File: config.mk
export PLATFORM = sky130hd
export DESIGN_NAME = fpcvt_seq_ctrl
export DESIGN_NICKNAME = d
export VERILOG_FILES = /design/src/rtl/fpcvt_seq_ctrl.sv
export SDC_FILE = /design/constraint.sdc
export NUM_CORES = 1
export LEC_CHECK = 0
export BUFFER_PORTS_ARGS = -buffer_cell sky130_fd_sc_hd__clkbuf_2
export CORE_AREA = 5 5 80 82
export DETAILED_ROUTE_END_ITERATION = 7
export DIE_AREA = 0 0 85 87
export HOLD_SLACK_MARGIN = 0.08
export PLACE_DENSITY = 0.7
export SLEW_MARGIN = 20
export SYNTH_ARGS = -nofsm -noshare
export SYNTH_HDL_FRONTEND = slang
export SYNTH_SLANG_ARGS = --single-unit
File: constraint.sdc
create_clock -name clk -period 5.8 [get_ports clk]
set_clock_uncertainty 0.15 [all_clocks]
set_input_delay 1.16 -clock clk [delete_from_list [all_inputs] [get_ports clk]]
set_output_delay 1.16 -clock clk [all_outputs]
set_load 0.01 [all_outputs]
File: src/rtl/fpcvt_seq_ctrl.sv
// fpcvt_seq_ctrl
//   Multi-cycle sequencer converting a 12-bit two's-complement sample into an
//   8-bit float {S, E[2:0], F[3:0]} with value F * 2^E.
//   Steps: sign/abs -> iterative leading-zero normalisation -> round -> saturate.
// Ports
//   clk, rst        clock, async active-high reset
//   in_valid/ready  input handshake (in_ready = IDLE)
//   d               12-bit sample, only sampled on the accept edge
//   out_valid/ready output handshake (out_valid = DONE)
//   S, E, F         result; updated only in ROUND, held otherwise
//   busy            state != IDLE
//   conv_count      completed output handshakes, wraps
module fpcvt_seq_ctrl #(
  parameter bit ROUND_EN = 1'b1,
  parameter int CNT_W    = 16
) (
  input  logic             clk,
  input  logic             rst,
  input  logic             in_valid,
  output logic             in_ready,
  input  logic [11:0]      d,
  output logic             out_valid,
  input  logic             out_ready,
  output logic             S,
  output logic [2:0]       E,
  output logic [3:0]       F,
  output logic             busy,
  output logic [CNT_W-1:0] conv_count
);

  typedef enum logic [2:0] {
    ST_IDLE  = 3'd0,
    ST_ABS   = 3'd1,
    ST_NORM  = 3'd2,
    ST_ROUND = 3'd3,
    ST_DONE  = 3'd4
  } state_t;

  state_t           r_state, w_next;
  logic [11:0]      r_d;
  logic             r_sgn;
  logic [10:0]      r_sh;
  logic [2:0]       r_ecnt;
  logic             r_S;
  logic [2:0]       r_E;
  logic [3:0]       r_F;
  logic [CNT_W-1:0] r_cnt;

  logic             w_accept;
  logic             w_hs;
  logic             w_norm_done;
  logic [11:0]      w_neg;
  logic [10:0]      w_mag;
  logic [3:0]       w_f;
  logic             w_r;
  logic [3:0]       w_F;
  logic [2:0]       w_E;

  assign w_accept    = in_valid && (r_state == ST_IDLE);
  assign w_hs        = out_ready && (r_state == ST_DONE);
  assign w_norm_done = r_sh[10] || (r_ecnt == 3'd0);

  // -2048 has no positive 12-bit twin; clamp it to the largest magnitude.
  assign w_neg = -r_d;
  assign w_mag = (r_d == 12'h800) ? 11'h7FF :
                 (r_d[11] ? w_neg[10:0] : r_d[10:0]);

  // Round half-up on the bit just below F; a carry out of F renormalises
  // to 1000 with E+1, or saturates when E is already at its maximum.
  assign w_f = r_sh[10:7];
  assign w_r = r_sh[6] & ROUND_EN;

  always_comb begin
    w_F = w_f;
    w_E = r_ecnt;
    if (w_r) begin
      if (w_f != 4'hF) begin
        w_F = w_f + 4'd1;
      end else if (r_ecnt != 3'd7) begin
        w_F = 4'b1000;
        w_E = r_ecnt + 3'd1;
      end else begin
        w_F = 4'hF;
        w_E = 3'd7;
      end
    end
  end

  // State register
  always_ff @(posedge clk or posedge rst) begin
    if (rst) r_state <= ST_IDLE;
    else     r_state <= w_next;
  end

  // Next-state logic
  always_comb begin
    w_next = r_state;
    case (r_state)
      ST_IDLE:  if (w_accept) w_next = ST_ABS;
      ST_ABS:   w_next = ST_NORM;
      ST_NORM:  if (w_norm_done) w_next = ST_ROUND;
      ST_ROUND: w_next = ST_DONE;
      ST_DONE:  if (out_ready) w_next = ST_IDLE;
      default:  w_next = ST_IDLE;
    endcase
  end

  // Outputs
  always_comb begin
    in_ready  = (r_state == ST_IDLE);
    busy      = (r_state != ST_IDLE);
    out_valid = (r_state == ST_DONE);
  end

  // Datapath. The sign is parked in r_sgn so S only moves in ROUND,
  // keeping the previous result intact until the new one is ready.
  always_ff @(posedge clk or posedge rst) begin
    if (rst) begin
      r_d    <= '0;
      r_sgn  <= 1'b0;
      r_sh   <= '0;
      r_ecnt <= '0;
      r_S    <= 1'b0;
      r_E    <= '0;
      r_F    <= '0;
      r_cnt  <= '0;
    end else begin
      if (w_accept) begin
        r_d   <= d;
        r_sgn <= d[11];
      end
      if (r_state == ST_ABS) begin
        r_sh   <= w_mag;
        r_ecnt <= 3'd7;
      end
      if ((r_state == ST_NORM) && !w_norm_done) begin
        r_sh   <= {r_sh[9:0], 1'b0};
        r_ecnt <= r_ecnt - 3'd1;
      end
      if (r_state == ST_ROUND) begin
        r_S <= r_sgn;
        r_E <= w_E;
        r_F <= w_F;
      end
      if (w_hs) r_cnt <= r_cnt + {{(CNT_W-1){1'b0}}, 1'b1};
    end
  end

  assign S          = r_S;
  assign E          = r_E;
  assign F          = r_F;
  assign conv_count = r_cnt;

endmodule

After elaboration in Yosys (flattened, before gate mapping):

Cells that the tools add are included.

* memories kept: 0
* memory bits (writable): 0
* output and inout port bits: 27
* bits of input ports: 16
* latch bits: 0
* word-level logic and storage cells: 50
* bits in read-only memories: 0
* register bits after elaboration: 54

* shifts and indexed selects: 0
* magnitude comparators: 0
* eq/ne operators: 10
* muxes and demuxes: 16
* bitwise operators: 0
* divide/modulo/power cells: 0
* multipliers: 0
* $add $sub $neg: 5
* reduce and logical (&&, ||, !) cells: 10

Operator list (count)
* 11-bit 2-to-1 mux: 4
* 3-bit 2-to-1 mux: 9
* 16-bit by 1-bit adder with 16-bit output, second input constant: 1
* 3-bit case mux with 5 select lines: 1
* 12-bit == test, second input constant: 1
* 11-bit negation: 1
* 4-bit 2-to-1 mux: 2
* 3-bit by 2-bit == test with 1-bit output, second input constant: 2
* 3-bit logical NOT: 2
* 4-bit by 1-bit adder with 4-bit output, second input constant: 1
* 2-bit by 1-bit inequality test with 1-bit output, second input constant: 2
* 4-bit inequality test, second input constant: 1
* 3-bit by 1-bit adder with 3-bit output, second input constant: 1
* 3-bit by 1-bit == test with 1-bit output, second input constant: 1
* 3-bit == test, second input constant: 1
* 1-bit logical AND: 3
* 3-bit inequality test, second input constant: 1
* 3-bit AND reduction: 1
* 3-bit nonzero test: 1
* 3-bit by 1-bit subtractor with 3-bit output, second input constant: 1
* 2-bit inequality test, second input constant: 1
* 2-bit nonzero test: 1
* 1-bit logical NOT: 1
* 1-bit logical OR: 1

Depth between registers and ports, before layout:

* depth in word-level cells: 5
* gate-level depth with buffers: 9
* depth with buffers taken out: 7

Worst setup path before layout:

Ideal clock, no wire load.

* path type: input port to flip-flop
* start point: input out_ready
* end point: register r_cnt[14] (netlist: conv_count[14])
* buffers on the path: 1
* arrival time: 2.037 ns
* required time: 5.571 ns
* stages: 5
* setup time: 0.079 ns
* slack: 3.534 ns
* path through: and4bb_2 -> buf_4 -> nand4_1 -> nor3_1 -> xor2_1

* longest elaborated chain between the ends: 1

RTL lines
* start, declared: line 23 `input logic out_ready,`
* 1-bit logical AND: line 60 `assign w_hs = out_ready && (r_state == ST_DONE);`
* end signal, assigned: line 145 `if (w_hs) r_cnt <= r_cnt + {{(CNT_W-1){1'b0}}, 1'b1};`
* end, declared: line 47 `logic [CNT_W-1:0] r_cnt;`

Every way passes these cells.
A chain may end at the register's enable or synchronous reset.

Worst setup path in the final report:

* start point: register r_state[2]
* end point: output busy

* longest elaborated chain between the ends: 1

RTL lines
* start, declared: line 39 `state_t r_state, w_next;`
* start signal, assigned: line 92 `else r_state <= w_next;`
* 3-bit nonzero test: line 111 `busy = (r_state != ST_IDLE);`
* end, declared: line 27 `output logic busy,`

Every way passes these cells.

==> results.py <==
metrics = {
    "hold_path": {
        "worstHoldPathCells": 2,
        "hp-start": "r_sh[0]",
        "hold_path_end": "r_sh[0]",
        "hold_path_class": "reg2reg",
    },
    "global_route": {
        "grt-ovfl-total": 0,
        "grt_pass1_wl_um": 9240,
        "grt_max_degree": 54,
        "first_global_vias": 1971,
        "track_usage_pct": 15.4,
        "antenna_found_initial": 0,
    },
    "critical_path": {
        "crit_arrival_ps": 1260,
        "r2r_end": "r_sh[5]",
        "cp_cell_sequence": "nor3_2 > inv_1 > clkbuf_2",
        "worstPathRequired_ps": 4490,
        "timing.rr.start": "r_ecnt[0]",
        "r2r_slack_ps": 3570,
        "crit_path_start_kind": "register",
        "path_class": "reg2out",
        "critPathMaxStageDelay_ps": 480,
        "crit_path_end_kind": "primary output",
        "crit_buf_inv": 2,
        "worstPathMaxFanout": 8,
        "rr_worst_depth": 7,
        "path_depth": 3,
        "worst_path_dominant_cell_family": "flip-flops",
        "cpMaxStageDelayCell": "dfrtp_1",
    },
    "logic_synthesis": {
        "synthTopCellsByArea": "dfrtp_1, xor2_1, mux2_2",
        "syn_area_per_cell_um2": 10.3,
        "yosysTopAreaCellShare_pct": 49.1,
        "synth.yosys.seq_area_share_pct": 49.1,
        "syn_nets": 283,
        "synth-async-reset-ratio_pct": 100,
        "synth_area_um2": 2700,
        "synth_edf_count": 0,
        "synthFlopType": "dfrtp_1",
        "synth.distinct_cells": 42,
        "yosysTopAreaCell": "dfrtp_1",
        "ys_seq_elements": 53,
        "yosys_warnings": 0,
        "syn_inst": 261,
    },
    "route": {
        "firstDrtPassIters": 4,
        "vias_per_cell": 5.29,
        "wirelength_um": 5210,
        "drt_iter0_drc": 107,
        "postRouteAntennaNets": 0,
        "vias": 1978,
        "drc": 0,
        "wl_per_cell_um": 13.9,
    },
    "power_and_ir_drop": {
        "power_w": 0.00152,
        "power_density_nw_per_um2": 501,
        "ir_worst_vdd_mv": 0.246,
        "leakagePower_nw": 1.43,
    },
    "clock_tree": {
        "holdBufCountCts": 0,
        "cts_sinks": 53,
        "post-cts-setup-buffers": 0,
        "path_clk_slew_ps": 100,
        "h-tree-depth": 2,
        "clk_latency_ps": 310,
        "root_buffer": "clkbuf_8",
        "cts_buffer_depth": 2,
        "cts_resized": 0,
        "numCtsBuffers": 5,
        "cts_tree": "yes",
    },
    "floorplanning": {
        "die_y_um": 87,
        "core_um2": 5680,
        "start_util_pct": 47.6,
        "die-area_um2": 7400,
        "rows": 28,
        "num_io_pins": 43,
        "dieWidth_um": 85,
    },
    "timing": {
        "whs_ps": 327,
        "slew_violations": 0,
        "setup_viol": 0,
        "rsz0062_at_grt": "false",
        "final.period_utilization_pct": 44.2,
        "slew_headroom_pct": 57.6,
        "period_needed_ps": 2570,
        "worst_pin_slew_ps": 636,
        "fmax_ghz": 0.390,
        "hold_viol": 0,
        "fin_tns_setup_ps": 0,
    },
    "layout": {
        "mostFrequentLayoutCell": "dfrtp_1",
        "final_cell_mix": "dfrtp_1, clkbuf_2, nand2_1",
        "layout-drive-gt1-share_pct": 23.4,
        "diodes": 0,
        "final_util_pct": 53.5,
        "fin_nets": 320,
        "area_growth_pct": 12.4,
    },
    "outcome": {
        "status": "completed",
    },
    "place": {
        "gp_congestion": 0.776,
        "hpwlAfterDp_um": 3780,
        "port-buffer-count": 42,
    },
    "run": {
        "drv_cap": 0,
    },
}
==> worst reg2reg max path: cells and delay by family, from the launching register on <==
family                     cells  cell delay (ps)
AOI/OAI and AO/OA              2              310
DFF                            1              400
and+or+nand+nor                2              790
adders and majority gates      2              410
buffers and inverters          1               80
==> worst max-delay path by stage <==
stage,start,endpoint
6_report,r_state[2],busy
5_1_grt,r_state[0],busy
4_1_cts,r_state[2],busy
3_5_place_dp,out_ready,conv_count[15]
3_3_place_gp,in_valid,r_d[2]
2_1_floorplan,rst,E[0]
==> cells in the mapped netlist, types with 2 or more instances <==
cell      instances
mux2_2           10
xnor2_1          10
o31ai_1           8
o21ai_0          19
nor3b_2           2
and2_1            4
nand3b_1          5
nor3_1            4
mux2i_1           4
and3_1            3
ha_1              6
a22oi_1           5
nand3_1           9
nor4_1            2
clkbuf_1          3
nor2b_1           2
a31oi_1           2
dfrtp_1          53
xor2_1           13
nand4_1           7
and4_1            3
or3b_2            3
nor2_1           16
a221o_1           2
o211ai_1          2
inv_1            11
nand2_1          24
buf_2             8
a21oi_1           8
==> final cells by class <==
class	instances	area, um2
clock buffers	6	72.6
clock inverters	2	15.0
fillers	533	2640
inverters	11	43.8
multi-input cells	185	1270
flip-flops and latches	53	1330
well taps	75	93.8
repair buffers	42	210
==> registers in the layout, indices dropped and copies added, names as in the netlist <==
| register | flops |
|---|---|
| r_state | 3 |
| S | 1 |
| r_ecnt | 3 |
| conv_count | 16 |
| r_sh | 11 |
| r_d | 12 |
| E | 3 |
| F | 4 |
==> where the power goes <==
part           leakage (nW)  internal (W)  switching (W)
clock network        0.0374     0.0000853       0.000122
registers             0.654      0.000510       0.000178
logic                 0.743      0.000298       0.000329
total                  1.43      0.000893       0.000628
==> per-layer routing <==
layer	wire length, um	part of all wire, %	vias to the layer above	GRT usage (%)
met4	64	1.2	0	4.89
met1	2490	48	938	20.3
met2	2480	47	33	25.2
li1	-	-	1002	-
met3	186	3.6	5	3.41
met5	0	0	-	0
==> per-stage QoR <==
stage          cell area (um2)  setup slack, ps  cells
4_1_cts                   3040             3220    374
2_1_floorplan             2700             3200    261
5_1_grt                   3040             3120    374
3_5_place_dp              2950             3330    366
6_report                  3040             3230    374
3_3_place_gp              2950             3360    366
==> kinds of logic (layout without fill, tap and decap cells) <==
logic type / after synthesis / after routing / synth area share [%]
adders and majority gates: 6 / 6 / 2.78
muxes: 14 / 14 / 5.65
and+or+nand+nor: 91 / 91 / 18.7
buffers and inverters: 23 / 61 / 3.71
AOI/OAI and AO/OA: 51 / 51 / 12.6
DFF: 53 / 53 / 49.1
xor gates and xnor gates: 23 / 23 / 7.46
(Power assumes the default switching activity.)
